--- config.mk ---
export PLATFORM = sky130hd
export DESIGN_NAME = wb_controller_flat
export DESIGN_NICKNAME = d
export VERILOG_FILES = /design/src/rtl/wb_controller_pkg.sv /design/src/rtl/wb_controller_if.sv /design/src/rtl/wb_controller_fifo.sv /design/src/rtl/wb_controller.sv /design/src/flat_wrapper.sv
export SDC_FILE = /design/constraint.sdc
export NUM_CORES = 1
export LEC_CHECK = 0
export CAP_MARGIN = 20
export CORE_MARGIN = 2
export CORE_UTILIZATION = 32
export CTS_BUF_LIST = sky130_fd_sc_hd__clkbuf_8
export CTS_CLUSTER_DIAMETER = 150
export DETAILED_ROUTE_END_ITERATION = 8
export MAX_ROUTING_LAYER = met4
export SETUP_SLACK_MARGIN = 0.02
export SYNTH_ARGS = -nofsm -noshare
export SYNTH_HDL_FRONTEND = slang
export SYNTH_SLANG_ARGS = --single-unit
export TNS_END_PERCENT = 50
--- constraint.sdc ---
create_clock -name clk -period 4.75 [get_ports clk]
set_input_delay 0.95 -clock clk [delete_from_list [all_inputs] [get_ports clk]]
set_output_delay 0.95 -clock clk [all_outputs]
set_load 0.02 [all_outputs]
--- src/rtl/wb_controller_pkg.sv ---
// Shared types and sizes for the write-back controller slice.
package wb_controller_pkg;

  localparam int REG_ADDR_W    = 5;
  localparam int REG_DATA_W    = 32;
  localparam int DEPTH_DEFAULT = 4;

  typedef struct packed {
    logic [REG_ADDR_W-1:0] addr;
    logic [REG_DATA_W-1:0] data;
  } wb_entry_t;

endpackage

--- src/rtl/wb_controller_if.sv ---
// Pipeline-facing bundle of the write-back controller: result inputs,
// issue/decode scoreboard signals and the register-file write port.
interface wb_controller_if;
  import wb_controller_pkg::*;

  logic                  alu_valid;
  logic [REG_ADDR_W-1:0] alu_addr;
  logic [REG_DATA_W-1:0] alu_data;
  logic                  long_valid;
  logic                  long_ready;
  logic [REG_ADDR_W-1:0] long_addr;
  logic [REG_DATA_W-1:0] long_data;
  logic                  issue_valid;
  logic [REG_ADDR_W-1:0] issue_addr;
  logic [REG_ADDR_W-1:0] read_addr1;
  logic [REG_ADDR_W-1:0] read_addr2;
  logic                  stall;
  logic [31:0]           busy;
  logic                  reg_write;
  logic [REG_ADDR_W-1:0] write_addr;
  logic [REG_DATA_W-1:0] write_data;

  modport slave (
    input  alu_valid, alu_addr, alu_data,
    input  long_valid, long_addr, long_data,
    input  issue_valid, issue_addr, read_addr1, read_addr2,
    output long_ready, stall, busy,
    output reg_write, write_addr, write_data
  );

  modport master (
    output alu_valid, alu_addr, alu_data,
    output long_valid, long_addr, long_data,
    output issue_valid, issue_addr, read_addr1, read_addr2,
    input  long_ready, stall, busy,
    input  reg_write, write_addr, write_data
  );

endinterface

--- src/rtl/wb_controller_fifo.sv ---
// Synchronous FIFO buffering long-latency results until the write port is free.
module wb_fifo
  import wb_controller_pkg::*;
#(
  parameter int DEPTH = DEPTH_DEFAULT
) (
  input  logic      clk,
  input  logic      rst,
  input  logic      push_i,
  input  logic      pop_i,
  input  wb_entry_t push_entry_i,
  output logic      full_o,
  output logic      empty_o,
  output wb_entry_t head_o
);

  localparam int PTR_W = $clog2(DEPTH);

  logic [PTR_W-1:0] wr_ptr_q, wr_ptr_d;
  logic [PTR_W-1:0] rd_ptr_q, rd_ptr_d;
  logic [PTR_W:0]   count_q, count_d;
  wb_entry_t        mem_q [DEPTH];
  logic             do_push;
  logic             do_pop;

  assign full_o  = (count_q == (PTR_W+1)'(DEPTH));
  assign empty_o = (count_q == '0);
  // A full FIFO refuses pushes even when a pop frees a slot in the same cycle.
  assign do_push = push_i & ~full_o;
  assign do_pop  = pop_i & ~empty_o;
  assign head_o  = mem_q[rd_ptr_q];

  always_comb begin
    wr_ptr_d = wr_ptr_q;
    rd_ptr_d = rd_ptr_q;
    count_d  = count_q;
    if (do_push) begin
      wr_ptr_d = wr_ptr_q + PTR_W'(1);
    end
    if (do_pop) begin
      rd_ptr_d = rd_ptr_q + PTR_W'(1);
    end
    case ({do_push, do_pop})
      2'b10:   count_d = count_q + (PTR_W+1)'(1);
      2'b01:   count_d = count_q - (PTR_W+1)'(1);
      default: count_d = count_q;
    endcase
  end

  always_ff @(posedge clk or posedge rst) begin
    if (rst) begin
      wr_ptr_q <= '0;
      rd_ptr_q <= '0;
      count_q  <= '0;
    end else begin
      wr_ptr_q <= wr_ptr_d;
      rd_ptr_q <= rd_ptr_d;
      count_q  <= count_d;
    end
  end

  always_ff @(posedge clk) begin
    if (do_push) begin
      mem_q[wr_ptr_q] <= push_entry_i;
    end
  end

endmodule

--- src/rtl/wb_controller.sv ---
// Write-back controller: merges ALU and buffered long-latency results into one
// registered register-file write per cycle and tracks pending destinations.
module wb_controller
  import wb_controller_pkg::*;
#(
  parameter int DEPTH = DEPTH_DEFAULT
) (
  input  logic           clk,
  input  logic           rst,
  wb_controller_if.slave bus_if
);

  logic                  fifo_full;
  logic                  fifo_empty;
  logic                  fifo_pop;
  logic                  long_ready;
  wb_entry_t             fifo_head;
  wb_entry_t             long_entry;

  logic                  reg_write_q, reg_write_d;
  logic [REG_ADDR_W-1:0] write_addr_q, write_addr_d;
  logic [REG_DATA_W-1:0] write_data_q, write_data_d;
  logic [31:0]           busy_q, busy_d;

  assign long_entry = {bus_if.long_addr, bus_if.long_data};
  assign long_ready = ~rst & ~fifo_full;
  // The ALU owns the write port whenever it has a result; the FIFO only drains in idle slots.
  assign fifo_pop   = ~bus_if.alu_valid & ~fifo_empty;

  wb_fifo #(.DEPTH(DEPTH)) u_fifo (
    .clk          (clk),
    .rst          (rst),
    .push_i       (bus_if.long_valid & long_ready),
    .pop_i        (fifo_pop),
    .push_entry_i (long_entry),
    .full_o       (fifo_full),
    .empty_o      (fifo_empty),
    .head_o       (fifo_head)
  );

  always_comb begin
    reg_write_d  = 1'b0;
    write_addr_d = write_addr_q;
    write_data_d = write_data_q;
    busy_d       = busy_q;
    if (bus_if.alu_valid) begin
      reg_write_d  = (bus_if.alu_addr != '0);
      write_addr_d = bus_if.alu_addr;
      write_data_d = bus_if.alu_data;
    end else if (fifo_pop) begin
      reg_write_d            = (fifo_head.addr != '0);
      write_addr_d           = fifo_head.addr;
      write_data_d           = fifo_head.data;
      busy_d[fifo_head.addr] = 1'b0;
    end
    // A fresh issue supersedes a retiring result to the same register.
    if (bus_if.issue_valid && (bus_if.issue_addr != '0)) begin
      busy_d[bus_if.issue_addr] = 1'b1;
    end
    busy_d[0] = 1'b0;
  end

  always_ff @(posedge clk or posedge rst) begin
    if (rst) begin
      reg_write_q  <= 1'b0;
      write_addr_q <= '0;
      write_data_q <= '0;
      busy_q       <= '0;
    end else begin
      reg_write_q  <= reg_write_d;
      write_addr_q <= write_addr_d;
      write_data_q <= write_data_d;
      busy_q       <= busy_d;
    end
  end

  assign bus_if.long_ready = long_ready;
  assign bus_if.stall      = busy_q[bus_if.read_addr1] | busy_q[bus_if.read_addr2];
  assign bus_if.busy       = busy_q;
  assign bus_if.reg_write  = reg_write_q;
  assign bus_if.write_addr = write_addr_q;
  assign bus_if.write_data = write_data_q;

endmodule

--- src/flat_wrapper.sv ---
// flat-port wrapper written by rule: the top's interface ports become plain ports
module wb_controller_flat import wb_controller_pkg::*;
#(
  parameter int DEPTH = DEPTH_DEFAULT
)
  (clk, rst, bus_if_alu_valid, bus_if_alu_addr, bus_if_alu_data, bus_if_long_valid, bus_if_long_addr, bus_if_long_data, bus_if_issue_valid, bus_if_issue_addr, bus_if_read_addr1, bus_if_read_addr2, bus_if_long_ready, bus_if_stall, bus_if_busy, bus_if_reg_write, bus_if_write_addr, bus_if_write_data);
  wb_controller_if bus_if_i ();
  input  logic clk;
  input  logic rst;
  input wire logic [$bits(bus_if_i.alu_valid)-1:0] bus_if_alu_valid;
  input wire logic [$bits(bus_if_i.alu_addr)-1:0] bus_if_alu_addr;
  input wire logic [$bits(bus_if_i.alu_data)-1:0] bus_if_alu_data;
  input wire logic [$bits(bus_if_i.long_valid)-1:0] bus_if_long_valid;
  input wire logic [$bits(bus_if_i.long_addr)-1:0] bus_if_long_addr;
  input wire logic [$bits(bus_if_i.long_data)-1:0] bus_if_long_data;
  input wire logic [$bits(bus_if_i.issue_valid)-1:0] bus_if_issue_valid;
  input wire logic [$bits(bus_if_i.issue_addr)-1:0] bus_if_issue_addr;
  input wire logic [$bits(bus_if_i.read_addr1)-1:0] bus_if_read_addr1;
  input wire logic [$bits(bus_if_i.read_addr2)-1:0] bus_if_read_addr2;
  output wire logic [$bits(bus_if_i.long_ready)-1:0] bus_if_long_ready;
  output wire logic [$bits(bus_if_i.stall)-1:0] bus_if_stall;
  output wire logic [$bits(bus_if_i.busy)-1:0] bus_if_busy;
  output wire logic [$bits(bus_if_i.reg_write)-1:0] bus_if_reg_write;
  output wire logic [$bits(bus_if_i.write_addr)-1:0] bus_if_write_addr;
  output wire logic [$bits(bus_if_i.write_data)-1:0] bus_if_write_data;
  assign bus_if_i.alu_valid = bus_if_alu_valid;
  assign bus_if_i.alu_addr = bus_if_alu_addr;
  assign bus_if_i.alu_data = bus_if_alu_data;
  assign bus_if_i.long_valid = bus_if_long_valid;
  assign bus_if_i.long_addr = bus_if_long_addr;
  assign bus_if_i.long_data = bus_if_long_data;
  assign bus_if_i.issue_valid = bus_if_issue_valid;
  assign bus_if_i.issue_addr = bus_if_issue_addr;
  assign bus_if_i.read_addr1 = bus_if_read_addr1;
  assign bus_if_i.read_addr2 = bus_if_read_addr2;
  assign bus_if_long_ready = bus_if_i.long_ready;
  assign bus_if_stall = bus_if_i.stall;
  assign bus_if_busy = bus_if_i.busy;
  assign bus_if_reg_write = bus_if_i.reg_write;
  assign bus_if_write_addr = bus_if_i.write_addr;
  assign bus_if_write_data = bus_if_i.write_data;
  wb_controller #(.DEPTH(DEPTH)) u_core (.clk(clk), .rst(rst), .bus_if(bus_if_i));
endmodule
## Word level (Yosys, flattened, before mapping)

Memories as Yosys holds them, arrays and structs flattened.
Cells that the tools add are included.

| operators by class | value |
|---|---|
| add/sub/neg operators | 4 |
| $mul | 0 |
| divide/modulo/power cells | 0 |
| magnitude comparators | 6 |
| equality and inequality tests | 3 |
| shift operators | 0 |
| multiplexer cells | 20 |
| bitwise gates (word level) | 13 |
| reductions and logical operators | 9 |

Operators with widths:

| operator | count |
|---|---|
| 32-bit two-way mux | 5 |
| 32-bit AND | 1 |
| 32-bit NOT | 1 |
| 32-bit OR | 1 |
| 5-bit by 6-bit less-than comparator with 1-bit output (second input constant) | 4 |
| 5-bit nonzero test | 3 |
| 1-bit binary-select mux with 5-bit select | 2 |
| 1-bit demux with 5-bit select | 2 |
| 5-bit by 1-bit >= comparator with 1-bit output (second input constant) | 2 |
| 5-bit two-way mux | 2 |
| 1-bit two-way mux | 8 |
| 3-bit case mux with 2 select lines | 1 |
| 1-bit AND | 5 |
| 2-bit by 1-bit adder with 2-bit output (second input constant) | 2 |
| 1-bit NOT | 4 |
| 2-bit nonzero test | 2 |
| 3-bit by 1-bit adder with 3-bit output (second input constant) | 1 |
| 3-bit equality test (second input constant) | 1 |
| 1-bit logical AND | 3 |
| 3-bit logical NOT | 1 |
| 3-bit by 1-bit subtractor with 3-bit output (second input constant) | 1 |
| 2-bit by 1-bit equality test with 1-bit output (second input constant) | 1 |
| 2-bit equality test (second input constant) | 1 |
| 1-bit OR | 1 |

| word-level totals | value |
|---|---|
| flip-flop bits (word level) | 76 |
| bits in latches | 0 |
| RAM bits | 148 |
| bits in read-only memories | 0 |
| input port bits | 94 |
| output and inout bits | 72 |
| word-level logic and storage cells | 63 |
| memories kept | 1 |

Memories:

| memory | words | width | rd ports | clocked after Yosys merged registers in | write ports | RTL line | text |
|---|---|---|---|---|---|---|---|
| u_core.u_fifo.mem_q | 4 | 37 | 1 | 0 | 1 | wb_controller_fifo.sv:22 | `wb_entry_t mem_q [DEPTH];` |

## Logic depth before layout (Yosys ltp)

Gate-level depths: netlist of run 1.
An unclocked memory read counts as a cell.

| logic depth | value |
|---|---|
| depth after elaboration | 11 |
| gate-level depth with buffers | 10 |
| mapped depth without buffers | 10 |

## By module

A second synthesis of run 1 with hierarchy kept.

| unflattened totals | value |
|---|---|
| cell total of the unflattened synthesis | 580 |
| area total of the unflattened synthesis | 9,387.8 µm² |

Modules (own cells, without submodules):

| module | times used | cells each | area an instance (µm²) | sequential area each (µm²) |
|---|---|---|---|---|
| wb_fifo | 1 | 231 | 5,759.3 | 4,619.4 |
| wb_controller | 1 | 349 | 3,628.5 | 1,726.7 |

## Least setup slack after synthesis of run 1

Ideal clock, no wire load.

| timing | value |
|---|---|
| path kind | input-to-output |
| start | input bus_if_read_addr2[0] |
| end | output bus_if_stall |
| arrival | 2.278 ns |
| required time | 3.800 ns |
| path slack | 1.522 ns |
| stages on the path | 5 |
| buffers on the path | 1 |
| cell sequence | buf_2 > mux4_2 > mux2_2 > a31oi_1 > o211ai_1 |

| on the way | value |
|---|---|
| longest elaborated chain between the ends | 3 |

RTL lines:

| what | RTL line | text |
|---|---|---|
| start, declared | flat_wrapper.sv:19 | `input wire logic [$bits(bus_if_i.read_addr2)-1:0] bus_if_read_addr2;` |
| 1-bit binary-select mux with 5-bit select | wb_controller.sv:78 | `assign bus_if.stall = busy_q[bus_if.read_addr1] \| busy_q[bus_if.read_addr2];` |
| 1-bit two-way mux (not written as such) | wb_controller.sv:78 |  |
| 1-bit OR | wb_controller.sv:78 |  |
| end, declared | flat_wrapper.sv:21 | `output wire logic [$bits(bus_if_i.stall)-1:0] bus_if_stall;` |

Every way passes these cells. The select of a mux whose other input is x is not followed.

## Final worst setup path of run 1

| timing | value |
|---|---|
| start | input bus_if_read_addr1[0] |
| end | output bus_if_stall |

| on the way | value |
|---|---|
| longest elaborated chain between the ends | 3 |

RTL lines:

| what | RTL line | text |
|---|---|---|
| start, declared | flat_wrapper.sv:18 | `input wire logic [$bits(bus_if_i.read_addr1)-1:0] bus_if_read_addr1;` |
| 1-bit binary-select mux with 5-bit select | wb_controller.sv:78 |  |
| 1-bit two-way mux (not written as such) | wb_controller.sv:78 |  |
| 1-bit OR | wb_controller.sv:78 |  |

Every way passes these cells. The select of a mux whose other input is x is not followed.

==> results.md, run 1 <==
- Synth warn: 0
- Area growth syn-to-layout: 31.0%
- Yosys top cell area share: 0.479
- Met3 WL: 1860 um
- Initial antenna violation count: 4
- Final Skew: 0.0203 ns
- GR Util All Layers: 0.155
- RSZ-0062 raised after global routing: no
- Peak Freq: 233 MHz
- Total Power: 7.14 mW
- Postcts setup bufs: 0
- Hold EP: u_core.bus_if.write_data[30]$_DFFE_PP0P_
- Status: completed
- Seq/Total Area, Yosys: 0.684
- Switch share: 0.335
- Largest net degree at the start of global routing: slightly above 40
- Number of synthesized register bits: 224
- Share of layout cells above drive strength 1: 0.160
- Clock Power Share: 0.255
- CTS Hold Buffers Added: 0
- Setup TNS: 0 ns
- Max-capacitance violation count: 0
- Global-route wire length before repair: 35300 um
- P_int: 4.75 mW
- Slew Limit Headroom: 0.283
- Final hold vios: 0
- WHS Path Cells: 2
- HP Start: u_core.bus_if.write_data[30]$_DFFE_PP0P_
- Largest cells by area after synthesis: edfxtp_1 (48%), dfrtp_1 (20%), mux4_2 (11%), o21ai_0 (5.0%), mux2i_1 (4.1%)
- Post-DP HPWL: 14600 um
- Combinational share of power: 0.337
- DIE HEIGHT: 174 um
- CTS tree: done
- Synth unique cells: 42
- Final cell count without fillers: ~1200
- FF-to-FF End: u_core.bus_if.busy[13]$_DFF_PP0_
- Syn Nets: around 670
- Met1 WL: 9670 um
- CP arrival: 3.35 ns
- Drt drc: 0
- Die X: about 170 um
- IO Port Bufs: 164
- Via count of the first global-routing pass: 6092
- Via count: approximately 5700
- Setup CP Type: input pin to output port
- Final setup violation count: 0
- CTS buffer count: 39
- Number of synthesized flops with an enable pin: 148
- Vias/cell: roughly 4.8
- Post-CTS Resized: 0
- Reg2reg setup slack: slightly below 2 ns
- Post-synth ARST share: 0.339
- Total Die Area: about 0.03 mm^2
- Final hold slack: 0.477 ns
- Final wirelength: roughly 23000 um
- Psw: 2.39 mW
- Final GP Congestion: 0.821
- Final worst path period need: about 4.3 ns
- DRT iter0 DRCs: 429
- Fin nets: 857
- FF-to-FF Start: u_core.u_fifo.rd_ptr_q[0]$_DFFE_PP0P_
- Cells after Synth: 572
- Ys flop type: edfxtp_1
- Mapped Area: 0.00928 mm^2
- Worst r2r path cells: 5
- Pwr Density: 587 mW/mm^2
- Total clock sinks: around 220
- Cell taking the most area after synthesis: edfxtp_1
- Clock Latency Late Sink: 0.54 ns
- Min-Delay Path Class: flip-flop to flip-flop
- Clk slew on worst S/H paths: 0.06 ns
- GR Overflow Total: 0
- Max FO, Critical Path: 8
- LEAKAGE: 4.36 nW
- Starting Density: 0.324
- Worst-margin pin slew: 1.08 ns
- Rows: 62
- Fin crit share: 0.904
- H-tree depth: 2
- Placed cell count: between 1000 and 1500
- Drt first pass iters: 5
- Routed wl met2: between 10000 and 15000 um
- Ports: between 150 and 200
- Core area: ~0.029 mm^2
- Required time of the critical path: 3.80 ns
- Slew Limit Fails: 0
- Routed wire per std cell: 19.3 um
- Max Root-Sink Buffers: 3
- Uppermost routed layer: met4
- Post-route ant nets: 0
- VDD IR max: 250 uV
- Sequential Power Share: 0.408
- Syn Area/Cell: between 15 and 20 um^2
- Critical path capture point type: output port
- Root Driver: clkbuf_8
- Crit start category: input pin
-- metal layers --
layer / global-route usage / vias up
li1: - / 2613
met1: 0.194 / 2821
met2: 0.243 / 209
met3: 0.0490 / 32
met4: 0.0420 / 0
met5: - / -
-- worst max-delay path, cell delays in order --
cell and delay (ns):
clkdlybuf4s50_1 0.74, mux4_2 0.55, mux2_2 0.27, a21oi_1 0.16, o211ai_1 0.12, clkdlybuf4s50_1 0.55
-- how the worst max path moves through the flow --
stage                                    start            to  cells after the start
after CTS                 bus_if_read_addr1[0]  bus_if_stall                      6
after detailed placement  bus_if_read_addr1[0]  bus_if_stall                      6
final                     bus_if_read_addr1[0]  bus_if_stall                      6
after global routing      bus_if_read_addr1[0]  bus_if_stall                      6
after global placement    bus_if_read_addr2[0]  bus_if_stall                      6
after floorplan           bus_if_read_addr2[0]  bus_if_stall                      5
-- synthesized netlist by cell type, types with 4 or more instances --
cell type  count
nor2_1         7
o211ai_1       5
nand2_1       45
a222oi_1       5
edfxtp_1     148
ha_1           5
mux4_2        47
clkbuf_1      15
dfrtp_1       76
buf_2          8
and3_1         4
a21oi_1        5
nand3b_1       8
o21ai_0       93
inv_1         15
mux2i_1       38
nand3_1        7
-- cells in the final DEF (no fill, tap or decap), types with 3 or more instances in the layout --
cell type        count
clkdlybuf4s50_1    163
edfxtp_1           148
o21ai_0             93
dfrtp_1             74
mux4_2              47
nand2_1             45
clkbuf_8            41
mux2i_1             38
inv_1               26
nand3b_1             8
clkinv_2             8
nor2_1               7
nand3_1              7
buf_4                7
a222oi_1             5
o211ai_1             5
a21oi_1              5
ha_1                 5
diode_2              4
and3_2               4
clkinv_1             4
bufinv_16            4
xor2_1               3
xnor2_1              3
mux4_1               3
or3b_2               3
o21ai_1              3
mux2_2               3
-- power groups by stage --
| stage | Clock [mW] | Sequential, mW | Combinational [mW] |
|---|---|---|---|
| after detailed placement | 0 | 2.95 | 2.44 |
| final | 1.82 | 2.91 | 2.41 |
| after floorplan | 0 | 3.13 | 1.14 |
| after global routing | 1.96 | 2.98 | 2.61 |
| after CTS | 1.87 | 2.92 | 2.45 |
| after global placement | 0 | 2.95 | 2.42 |
-- kinds of logic after synthesis --
logic type,share of synthesized area
xor gates and xnor gates,0.00566
AOI/OAI and AO/OA,0.0675
DFF,0.684
muxes,0.167
buffers and inverters,0.0193
adders and majority gates,0.00890
other,0.000404
and+or+nand+nor,0.0473
-- metrics by stage --
step | util | cell area [um^2] | setup WS [ns]
after floorplan | - | 9280 | 1.52
after global placement | 0.396 | 11300 | 0.446
after detailed placement | 0.396 | 11300 | 0.447
after CTS | 0.425 | 12200 | 0.431
after global routing | 0.425 | 12200 | 0.291
final | 0.425 | 12200 | 0.454
-- state kept, by name (all words and copies together), names as in the netlist --
register / flops
u_core.u_fifo.rd_ptr_q: 2
u_core.bus_if.write_addr: 5
u_core.bus_if.write_data: 32
u_core.u_fifo.wr_ptr_q: 2
u_core.u_fifo.mem_q: 148
u_core.bus_if.busy: 31
u_core.bus_if.reg_write: 1
u_core.u_fifo.count_q: 3
-- layout make-up --
type | instances | area [um^2]
multi-input cells | 306 | 2770
clock buffers | 41 | 564
flip-flops and latches | 224 | 6350
inverters | 15 | 57.6
well taps | 384 | 480
repair buffers | 171 | 1690
fillers | 2588 | 16500
clock inverters | 30 | 241
diodes | 4 | 10.0
Note: power is estimated with default switching activity, not from simulation.
==> inputs of run 2 (changes only) <==
==> constraint.sdc (replaced) <==
create_clock -name clk -period 3.9 [get_ports clk]
set_input_delay 0.78 -clock clk [delete_from_list [all_inputs] [get_ports clk]]
set_output_delay 0.78 -clock clk [all_outputs]
set_load 0.02 [all_outputs]
==> results.md, run 2 (synthesis results as in run 1) <==
- Status: completed
- Drt drc: 0
- Required time of the critical path: 3.12 ns
- H-tree depth: 2
- Final Skew: 0.0305 ns
- Final worst path period need: about 3.5 ns
- Final hold vios: 0
- RSZ-0062 raised after global routing: no
- LEAKAGE: 4.45 nW
- Total Power: ~8.5 mW
- Post-route ant nets: 0
- Peak Freq: approximately 290 MHz
- Slew Limit Headroom: 0.486
- Min-Delay Path Class: flip-flop to flip-flop
- Via count: roughly 5800
- P_int: between 5 and 6 mW
- Worst Setup SP: bus_if_read_addr2[0]
- Combinational share of power: 0.344
- Rows: between 60 and 70
- Final wirelength: 22400 um
- Most frequent cells in the layout: clkdlybuf4s50_1 (161), edfxtp_1 (148), o21ai_0 (93), dfrtp_1 (74), mux4_2 (47)
- FF-to-FF Start: u_core.u_fifo.rd_ptr_q[1]$_DFFE_PP0P_
- Worst r2r path cells: 5
- Global-route wire length before repair: 35500 um
- CP arrival: 2.68 ns
- Routed wire per std cell: roughly 19 um
- Max-capacitance violation count: 0
- Total clock sinks: roughly 220
- Flip-flop count of the largest register after layout: 148
- Max Root-Sink Buffers: 3
- GR Overflow Total: 0
- Fin crit share: 0.887
- Commonest non-fill, non-tap cell in the layout: clkdlybuf4s50_1
- Fin nets: 869
- Final GP Congestion: 0.825
- Max FO, Critical Path: 7
- Clock Power Share: 0.242
- Clock Latency Late Sink: 0.53 ns
- Root Driver: clkbuf_8
- Clk slew on worst S/H paths: 0.06 ns
- Via count of the first global-routing pass: 6204
- Psw: 2.85 mW
- Switch share: 0.334
- CP cell instances: clkdlybuf4s50_1 > buf_4 > mux4_2 > mux2_2 > a31oi_1 > o211ai_1 > dlymetal6s2s_1
- Share of layout cells above drive strength 1: 0.169
- DIE HEIGHT: between 150 and 200 um
- DRT iter0 DRCs: 391
- Area growth syn-to-layout: 31.8%
- CTS Hold Buffers Added: 0
- Worst-margin pin slew: 0.770 ns
- WHS Path Cells: 2
- CTS tree: done
- Setup CP Type: input pin to output port
- Slew Limit Fails: 0
- IO Port Bufs: 164
- Starting Density: 0.324
- Drt first pass iters: 5
- Initial antenna violation count: 5
- GR Util All Layers: 0.155
- CTS buffer count: 39
- Die X: 174 um
- VDD IR max: 333 uV
- Total Die Area: 0.0304 mm^2
- Crit start category: input pin
- Largest Register: u_core.u_fifo.mem_q
- Critical path's slowest cell: mux4_2
- Setup TNS: 0 ns
- Final setup violation count: 0
- Vias/cell: 4.84
- Largest net degree at the start of global routing: 45
- Core area: 0.0286 mm^2
- Max incr delay on CP: 0.49 ns
- HP Start: u_core.bus_if.write_data[25]$_DFFE_PP0P_
- Pwr Density: 699 mW/mm^2
- Critical path capture point type: output port
- Post-DP HPWL: ~15000 um
- Ports: 166
- Sequential Power Share: 0.414
==> run 2: cell count changes in the layout (fill, tap and decap cells not counted) <==
cell / change
clkinvlp_4: -2
dlymetal6s2s_1: +2
clkdlybuf4s50_1: -2
bufinv_16: -3
diode_2: +1
buf_4: +11
buf_12: +1
clkinv_2: -3
inv_1: +7
clkbuf_8: +5
clkinv_1: -3
==> run 2: timing repair <==
item | CTS | global route
gates resized for setup | 0 | 2
setup endpoints to repair | 0 | 1
buffers inserted | 0 | 0
==> run 2: power by group through the flow <==
| stage | clock (mW) | combinational [mW] | sequential (mW) |
|---|---|---|---|
| 2_1_floorplan | 0 | 1.38 | 3.81 |
| 3_3_place_gp | 0 | 2.97 | 3.58 |
| 3_5_place_dp | 0 | 2.98 | 3.59 |
| 4_1_cts | 2.14 | 2.99 | 3.55 |
| 5_1_grt | 2.23 | 3.20 | 3.62 |
| 6_report | 2.07 | 2.94 | 3.54 |
==> run 2: per-layer routing <==
layer	vias up	GRT usage	wire length, um
li1	2639	-	-
met1	2878	0.194	9610
met2	205	0.243	10600
met3	34	0.0518	1850
met4	0	0.0399	379
met5	-	-	0
==> run 2: stage by stage <==
stage / utilization / instances / cell area [um^2] / hold WS (ns) / setup WS [ns]
after floorplan: - / 572 / 9280 / 0.495 / 1.01
after global placement: 0.400 / 1112 / 11400 / 0.465 / 0.0886
after detailed placement: 0.400 / 1112 / 11400 / 0.474 / 0.0447
after CTS: 0.427 / 1184 / 12200 / 0.487 / 0.0396
after global routing: 0.427 / 1189 / 12200 / 0.513 / 0.307
final: 0.427 / 1189 / 12200 / 0.481 / 0.442
==> run 2: path summary, 6_finish.rpt <==
| path | endpoint | slack (ns) |
|---|---|---|
| setup / recovery | bus_if_stall | 0.44 |
| max in group asynchronous | u_core.bus_if.busy[1]$_DFF_PP0_ | 2.36 |
| hold / removal | u_core.bus_if.write_data[25]$_DFFE_PP0P_ | 0.48 |
| hold reg to reg | u_core.bus_if.write_data[25]$_DFFE_PP0P_ | 0.48 |
| setup reg to reg | u_core.bus_if.busy[25]$_DFF_PP0_ | 1.56 |
| min in group asynchronous | u_core.bus_if.write_data[13]$_DFFE_PP0P_ | 0.75 |
==> run 2: worst max-delay path: cells and delay by family <==
kind,cells,cell delay (ns)
AOI/OAI and AO/OA,2,0.28
buffers and inverters,3,0.84
muxes,2,0.76
==> run 2: cell type report <==
type / count / area, um^2
antenna: 5 / 12.5
clock buffer: 46 / 633
clock inverter: 26 / 136
fill: 2613 / 16400
inverter: 15 / 57.6
multi-input combinational: 306 / 2770
sequential: 224 / 6350
tap: 384 / 480
timing repair buffer: 183 / 1800
